==> config.mk <==
export PLATFORM = sky130hd
export DESIGN_NAME = fifo_rd_arbiter
export DESIGN_NICKNAME = d
export VERILOG_FILES = /design/src/rtl/fifo_arb_pkg.sv /design/src/rtl/arb_out_buf.sv /design/src/rtl/fifo_rd_arbiter.sv
export SDC_FILE = /design/constraint.sdc
export NUM_CORES = 1
export LEC_CHECK = 0
export ABC_AREA = 1
export BUFFER_PORTS_ARGS = -buffer_cell sky130_fd_sc_hd__buf_2
export CORE_UTILIZATION = 55
export CTS_BUF_LIST = sky130_fd_sc_hd__clkbuf_8
export DETAILED_ROUTE_END_ITERATION = 8
export GPL_ROUTABILITY_DRIVEN = 0
export GPL_TIMING_DRIVEN = 0
export HOLD_SLACK_MARGIN = 0.1
export PLACE_DENSITY = 0.88
export SETUP_SLACK_MARGIN = 0.1
export SLEW_MARGIN = 20
export SYNTH_ARGS = -nofsm -noshare
export SYNTH_HDL_FRONTEND = slang
export SYNTH_SLANG_ARGS = --single-unit
==> constraint.sdc <==
create_clock -name clk -period 3.45 [get_ports clk]
set_input_delay 0.345 -clock clk [delete_from_list [all_inputs] [get_ports clk]]
set_output_delay 0.345 -clock clk [all_outputs]
set_load 0.01 [all_outputs]
==> src/rtl/fifo_arb_pkg.sv <==
// Shared types and helpers for the round-robin FIFO read arbiter.
package fifo_arb_pkg;

  typedef enum logic {IDLE, BURST} arb_state_e;

  localparam int unsigned MAX_PORTS = 16;
  localparam int unsigned IDX_WIDTH = $clog2(MAX_PORTS);

  typedef struct packed {
    logic                 found;
    logic [IDX_WIDTH-1:0] idx;
  } rr_pick_t;

  function automatic int unsigned src_width(input int unsigned nPorts);
    return (nPorts > 1) ? $clog2(nPorts) : 1;
  endfunction

  // First requesting index at or after ptr, wrapping modulo nPorts (any value 2..16).
  function automatic rr_pick_t next_rr_index(input logic [IDX_WIDTH-1:0] ptr,
                                             input logic [MAX_PORTS-1:0] req,
                                             input int unsigned          nPorts);
    rr_pick_t             pick;
    logic [IDX_WIDTH:0]   cand;
    logic [IDX_WIDTH:0]   limit;
    pick  = '0;
    limit = (IDX_WIDTH+1)'(nPorts);
    for (int k = MAX_PORTS - 1; k >= 0; k--) begin
      cand = {1'b0, ptr} + (IDX_WIDTH+1)'(k);
      if (cand >= limit) cand = cand - limit;
      if ((k < int'(nPorts)) && req[cand[IDX_WIDTH-1:0]]) begin
        pick.found = 1'b1;
        pick.idx   = cand[IDX_WIDTH-1:0];
      end
    end
    return pick;
  endfunction

endpackage

==> src/rtl/arb_out_buf.sv <==
// Two-entry {src, data} skid buffer presenting a valid/ready stream.
module arb_out_buf #(
  parameter int SRC_WIDTH  = 2,
  parameter int DATA_WIDTH = 8
) (
  input  logic                  clk_i,
  input  logic                  rst_ni,
  input  logic                  push_i,
  input  logic [SRC_WIDTH-1:0]  push_src_i,
  input  logic [DATA_WIDTH-1:0] push_data_i,
  input  logic                  ready_i,
  output logic                  valid_o,
  output logic [SRC_WIDTH-1:0]  src_o,
  output logic [DATA_WIDTH-1:0] data_o,
  output logic [1:0]            occ_o
);

  typedef struct packed {
    logic [SRC_WIDTH-1:0]  src;
    logic [DATA_WIDTH-1:0] data;
  } entry_t;

  entry_t     mem_q [2];
  logic       wrPtr_q;
  logic       rdPtr_q;
  logic [1:0] occ_q;
  logic       pop;
  logic       push;

  assign pop  = (occ_q != 2'd0) && ready_i;
  assign push = push_i && ((occ_q != 2'd2) || pop);

  always_ff @(posedge clk_i or negedge rst_ni) begin
    if (!rst_ni) begin
      mem_q[0] <= '0;
      mem_q[1] <= '0;
      wrPtr_q  <= 1'b0;
      rdPtr_q  <= 1'b0;
      occ_q    <= 2'd0;
    end else begin
      if (push) begin
        mem_q[wrPtr_q] <= {push_src_i, push_data_i};
        wrPtr_q        <= ~wrPtr_q;
      end
      if (pop) rdPtr_q <= ~rdPtr_q;
      if (push && !pop) occ_q <= occ_q + 2'd1;
      else if (pop && !push) occ_q <= occ_q - 2'd1;
    end
  end

  assign valid_o = (occ_q != 2'd0);
  assign src_o   = mem_q[rdPtr_q].src;
  assign data_o  = mem_q[rdPtr_q].data;
  assign occ_o   = occ_q;

endmodule

==> src/rtl/fifo_rd_arbiter.sv <==
// Round-robin, burst-capable read scheduler draining N FIFO read sides into one stream.
module fifo_rd_arbiter
  import fifo_arb_pkg::*;
#(
  parameter  int N_PORTS    = 4,
  parameter  int DATA_WIDTH = 8,
  parameter  int MAX_BURST  = 4,
  localparam int SRC_WIDTH  = src_width(N_PORTS),
  localparam int BW         = $clog2(MAX_BURST + 1)
) (
  input  logic                          clk,
  input  logic                          reset_n,
  input  logic [N_PORTS-1:0]            rempty,
  input  logic [N_PORTS*DATA_WIDTH-1:0] rdata,
  output logic [N_PORTS-1:0]            rden,
  output logic                          m_valid,
  input  logic                          m_ready,
  output logic [DATA_WIDTH-1:0]         m_data,
  output logic [SRC_WIDTH-1:0]          m_src
);

  arb_state_e                         state_q, state_d;
  logic [SRC_WIDTH-1:0]               ptr_q, ptr_d;
  logic [SRC_WIDTH-1:0]               grant_q, grant_d;
  logic [BW-1:0]                      burst_q, burst_d;
  logic                               inflight_q;
  logic [SRC_WIDTH-1:0]               inflightSrc_q;

  logic                               issue;
  logic [SRC_WIDTH-1:0]               issueIdx;
  logic [MAX_PORTS-1:0]               reqVec;
  rr_pick_t                           pick;
  logic [1:0]                         occ;
  logic                               pop;
  logic [2:0]                         committed;
  logic                               creditOk;
  logic [N_PORTS-1:0][DATA_WIDTH-1:0] rdataArr;
  logic [DATA_WIDTH-1:0]              pushData;

  function automatic logic [SRC_WIDTH-1:0] wrapInc(input logic [SRC_WIDTH-1:0] g);
    return (g == SRC_WIDTH'(N_PORTS - 1)) ? '0 : g + 1'b1;
  endfunction

  assign rdataArr = rdata;
  assign pushData = rdataArr[inflightSrc_q];
  assign pop      = m_valid && m_ready;

  // Credit counts the buffer level after this cycle's pop, so a full-rate stream keeps issuing.
  assign committed = 3'(occ) + 3'(inflight_q) - 3'(pop);
  assign creditOk  = (committed < 3'd2);

  always_comb begin
    reqVec              = '0;
    reqVec[N_PORTS-1:0] = ~rempty;
  end

  assign pick = next_rr_index(IDX_WIDTH'(ptr_q), reqVec, N_PORTS);

  always_ff @(posedge clk or negedge reset_n) begin
    if (!reset_n) begin
      state_q       <= IDLE;
      ptr_q         <= '0;
      grant_q       <= '0;
      burst_q       <= '0;
      inflight_q    <= 1'b0;
      inflightSrc_q <= '0;
    end else begin
      state_q       <= state_d;
      ptr_q         <= ptr_d;
      grant_q       <= grant_d;
      burst_q       <= burst_d;
      inflight_q    <= issue;
      inflightSrc_q <= issueIdx;
    end
  end

  always_comb begin
    state_d  = state_q;
    ptr_d    = ptr_q;
    grant_d  = grant_q;
    burst_d  = burst_q;
    issue    = 1'b0;
    issueIdx = grant_q;
    case (state_q)
      IDLE: begin
        if (pick.found && creditOk) begin
          issue    = 1'b1;
          issueIdx = SRC_WIDTH'(pick.idx);
          grant_d  = SRC_WIDTH'(pick.idx);
          if (MAX_BURST == 1) begin
            ptr_d   = wrapInc(SRC_WIDTH'(pick.idx));
            burst_d = '0;
          end else begin
            burst_d = BW'(1);
            state_d = BURST;
          end
        end
      end
      BURST: begin
        if (rempty[grant_q]) begin
          state_d = IDLE;
          ptr_d   = wrapInc(grant_q);
          burst_d = '0;
        end else if (creditOk) begin
          issue = 1'b1;
          // The issue that reaches MAX_BURST also releases the grant.
          if (burst_q == BW'(MAX_BURST - 1)) begin
            state_d = IDLE;
            ptr_d   = wrapInc(grant_q);
            burst_d = '0;
          end else begin
            burst_d = burst_q + 1'b1;
          end
        end
      end
      default: state_d = IDLE;
    endcase
  end

  always_comb begin
    rden = '0;
    if (issue && reset_n) rden[issueIdx] = 1'b1;
  end

  arb_out_buf #(
    .SRC_WIDTH (SRC_WIDTH),
    .DATA_WIDTH(DATA_WIDTH)
  ) u_out_buf (
    .clk_i      (clk),
    .rst_ni     (reset_n),
    .push_i     (inflight_q),
    .push_src_i (inflightSrc_q),
    .push_data_i(pushData),
    .ready_i    (m_ready),
    .valid_o    (m_valid),
    .src_o      (m_src),
    .data_o     (m_data),
    .occ_o      (occ)
  );

endmodule
==> qor.log <==
qor: timing.grt_setup_unrepaired false
qor: worst_setup_path.worst_r2r_path_depth 12
qor: timing.final.setup.worst_slack 0.270 ns
qor: route.drt-pass1-iter-count 4
qor: global_route.gr-usage-all-layers 27.8%
qor: timing.timing.final.setup_violations 0
qor: timing.maxSlewHeadroom 51.1%
qor: yosys.cell_type_with_the_largest_total_area_after_synthesis sky130_fd_sc_hd__dfrtp_1
qor: timing.timing.fmax 314 MHz
qor: worst_setup_path.cp-end-kind output pin
qor: clock_network.cts_num_sinks 33
qor: yosys.synth.distinct_cells 32
qor: finish.layout-area-overhead-vs-synth 19.3%
qor: floorplan.core.rowCount 22
qor: worst_setup_path.timing.critical_path.from_type flop
qor: clock_network.cts_made_buffers 5
qor: global_route.grt_first_pass_wirelength 8.82 mm
qor: power_and_ir_drop.leakage_power_figure 1.38 nW
qor: finish.num_antenna_cells 0
qor: route.wl_per_cell 13.3 um
qor: route.drt-total-wl 5.38 mm
qor: timing.clock-skew-final 0.00849 ns
qor: finish.multi_input_area 1170 um^2
qor: clock_network.tritoncts yes
qor: route.post_drt_via_cell_ratio 5.33
qor: run.number_of_max_cap_violations 0
qor: floorplan.floorplan.initialDensity 58.3%
qor: run_status.status completed
qor: yosys.synth.top_cell.area_share 37.9%
qor: finish.layout.cells.most_common sky130_fd_sc_hd__nand2_1
qor: yosys.synth_fp_nets 343
qor: global_route.globalRoute.totalOverflow 0
qor: yosys.post_synth.cell_area_avg 7.37 um^2
qor: worst_setup_path.timing.critical_path.required 3.11 ns
qor: clock_network.root_buffer_cell sky130_fd_sc_hd__clkbuf_8
qor: route.num_vias 2159
qor: clock_network.post_cts_buffers 0
qor: worst_setup_path.worstPathArrival 2.83 ns
qor: finish.ff_latch_area 826 um^2
qor: worst_setup_path.largest_driver_fanout_on_the_critical_path 5
qor: timing.final.setup.tns 0 ns
qor: floorplan.die_area 4220 um^2
qor: placed_design.buffer_ports.inserted 53
qor: finish.layout.core_utilization 69.5%
qor: timing.timing_worst_slew_pin_value 0.734 ns
qor: route.drc_markers 0
qor: floorplan.die_width 65.0 um
qor: placed_design.place_hpwl 3.95 mm
qor: yosys.post_synth_instance_area 2180 um^2
qor: route.route.antenna.remaining_nets 0
qor: power_and_ir_drop.p_per_area 962 nW/um^2
qor: floorplan.core_area 3740 um^2
qor: worst_hold_path.min_path_type primary input to async pin
qor: clock_network.clkTransAtPathRegs 0.08 ns
qor: timing.hold_violations 0
qor: timing.post_route_clock_period_utilization 92.2%
qor: finish.drive_gt1_share 30.3%
qor: worst_setup_path.timing_worst_setup_path_type flop to output pin
qor: timing.period_minus_slack 3.18 ns
qor: yosys.post_synthesis_register_bit_count 33
qor: yosys.synth_warnings 0
qor: finish.final_net_count 403
qor: global_route.vias_in_the_first_global_route 2092
qor: yosys.ys_top_cells_by_area sky130_fd_sc_hd__dfrtp_1 38%, sky130_fd_sc_hd__nand2_1 15%, sky130_fd_sc_hd__o21ai_0 8.5%
qor: clock_network.hold_buffers 0
qor: placed_design.pre_cts_ws 0.525 ns
qor: clock_network.post_cts_resize_count 0
qor: yosys.netlist_instances 296
qor: timing.timing.final.max_slew_violations 0
qor: floorplan.num_io_pins 54
qor: yosys.seq_area_frac_synth 37.9%
qor: finish.n_fill_cell 329
qor: clock_network.max_buffers_root_to_sink 2
qor: power_and_ir_drop.vdd_drop_max 0.000567 V
qor: clock_network.clkLatencyLatePin 0.30 ns
qor: global_route.antenna_found_initial 0
qor: route.drt_first_iter_violations 117
qor: floorplan.die_height 65.0 um
qor: global_route.largest_net_degree_at_the_start_of_global_routing 35
qor: clock_network.cts.htree.levels 2
qor: finish.layout.cells.most_common_list 86 x sky130_fd_sc_hd__nand2_1, 57 x sky130_fd_sc_hd__buf_2, 37 x sky130_fd_sc_hd__o21ai_0
worst max-delay path, stage by stage (launching register included):
cell	delay, ns
sky130_fd_sc_hd__dfrtp_1	0.42
sky130_fd_sc_hd__inv_2	0.11
sky130_fd_sc_hd__nand2_2	0.06
sky130_fd_sc_hd__nand2_2	0.10
sky130_fd_sc_hd__inv_1	0.06
sky130_fd_sc_hd__ha_1	0.27
sky130_fd_sc_hd__inv_1	0.05
sky130_fd_sc_hd__nand2_1	0.05
sky130_fd_sc_hd__fa_1	0.49
sky130_fd_sc_hd__nand2_1	0.10
sky130_fd_sc_hd__nor2_4	0.18
sky130_fd_sc_hd__nand3_2	0.14
sky130_fd_sc_hd__a21oi_2	0.18
sky130_fd_sc_hd__nand3_1	0.12
sky130_fd_sc_hd__nor2_1	0.10
sky130_fd_sc_hd__buf_2	0.13
cell families (layout without fill, tap and decap cells):
| group | count (synthesis) | in the layout | share of synthesized area (%) |
|---|---|---|---|
| buffers and inverters | 43 | 104 | 8.89 |
| and+or+nand+nor | 151 | 151 | 32.5 |
| xor gates and xnor gates | 3 | 3 | 1.21 |
| adders and majority gates | 8 | 8 | 4.93 |
| AOI/OAI and AO/OA | 58 | 58 | 14.6 |
| DFF | 33 | 33 | 37.9 |
state kept, by name, summed over array words and instances, names as in the netlist:
name,count
ptr_q,2
u_out_buf.occ_o,2
state_q,1
burst_q,3
u_out_buf.wrPtr_q,1
u_out_buf.mem_q,20
inflight_q,1
u_out_buf.rdPtr_q,1
inflightSrc_q,2
layout make-up:
| class | count | area share [%] |
|---|---|---|
| Sequential cell | 33 | 31.7 |
| Inverter | 33 | 5.05 |
| Buffer | 10 | 2.40 |
| Timing Repair Buffer | 53 | 10.2 |
| Clock inverter | 3 | 0.673 |
| Multi-Input combinational cell | 220 | 45.0 |
| Clock buffer | 5 | 2.64 |
| Tap cell | 48 | 2.31 |
cells in the mapped netlist (all sizes together):
cell type,instances
buf,7
inv,33
nand3,19
nand2,102
xor2,2
o21a,1
clkbuf,3
xnor2,1
nand4,2
a21oi,5
nor2,27
ha,7
o31ai,2
dfrtp,33
fa,1
or2,1
o21ai,42
o22ai,8
final timing paths:
| path | startpoint | end | slack (ns) |
|---|---|---|---|
| max in group asynchronous | reset_n | u_out_buf.occ_o[0] | 2.87 |
| min reg2reg | u_out_buf.mem_q[5] | u_out_buf.mem_q[5] | 0.48 |
| min in group clk | m_ready | u_out_buf.rdPtr_q | 0.35 |
| max reg2reg | u_out_buf.occ_o[1] | ptr_q[0] | 0.98 |
| min | reset_n | u_out_buf.mem_q[9] | 0.11 |
| max | u_out_buf.occ_o[1] | rden[3] | 0.27 |
power breakdown:
part	internal (W)	switching (W)	total, W
logic	0.000544	0.000977	0.00152
registers	0.000569	0.000122	0.000692
clock network	0.000139	0.000151	0.000291
total	0.00125	0.00125	0.00250
stage by stage:
step           hold slack (ns)  std cells  instance area (um^2)  total power [W]
6_report                 0.111        405                  2600          0.00250
5_1_grt                  0.176        405                  2600          0.00273
4_1_cts                  0.130        405                  2590          0.00248
3_5_place_dp             0.447        397                  2510          0.00218
3_3_place_gp             0.442        397                  2510          0.00213
2_1_floorplan           0.0494        296                  2180          0.00179
routing by layer:
metal	share of wire (%)	GRT usage (%)
met1	41	32.3
met2	51	49.1
met3	6.2	6.69
met4	1.4	10.6
met5	0	0
Power figures use the tool's default switching activity.
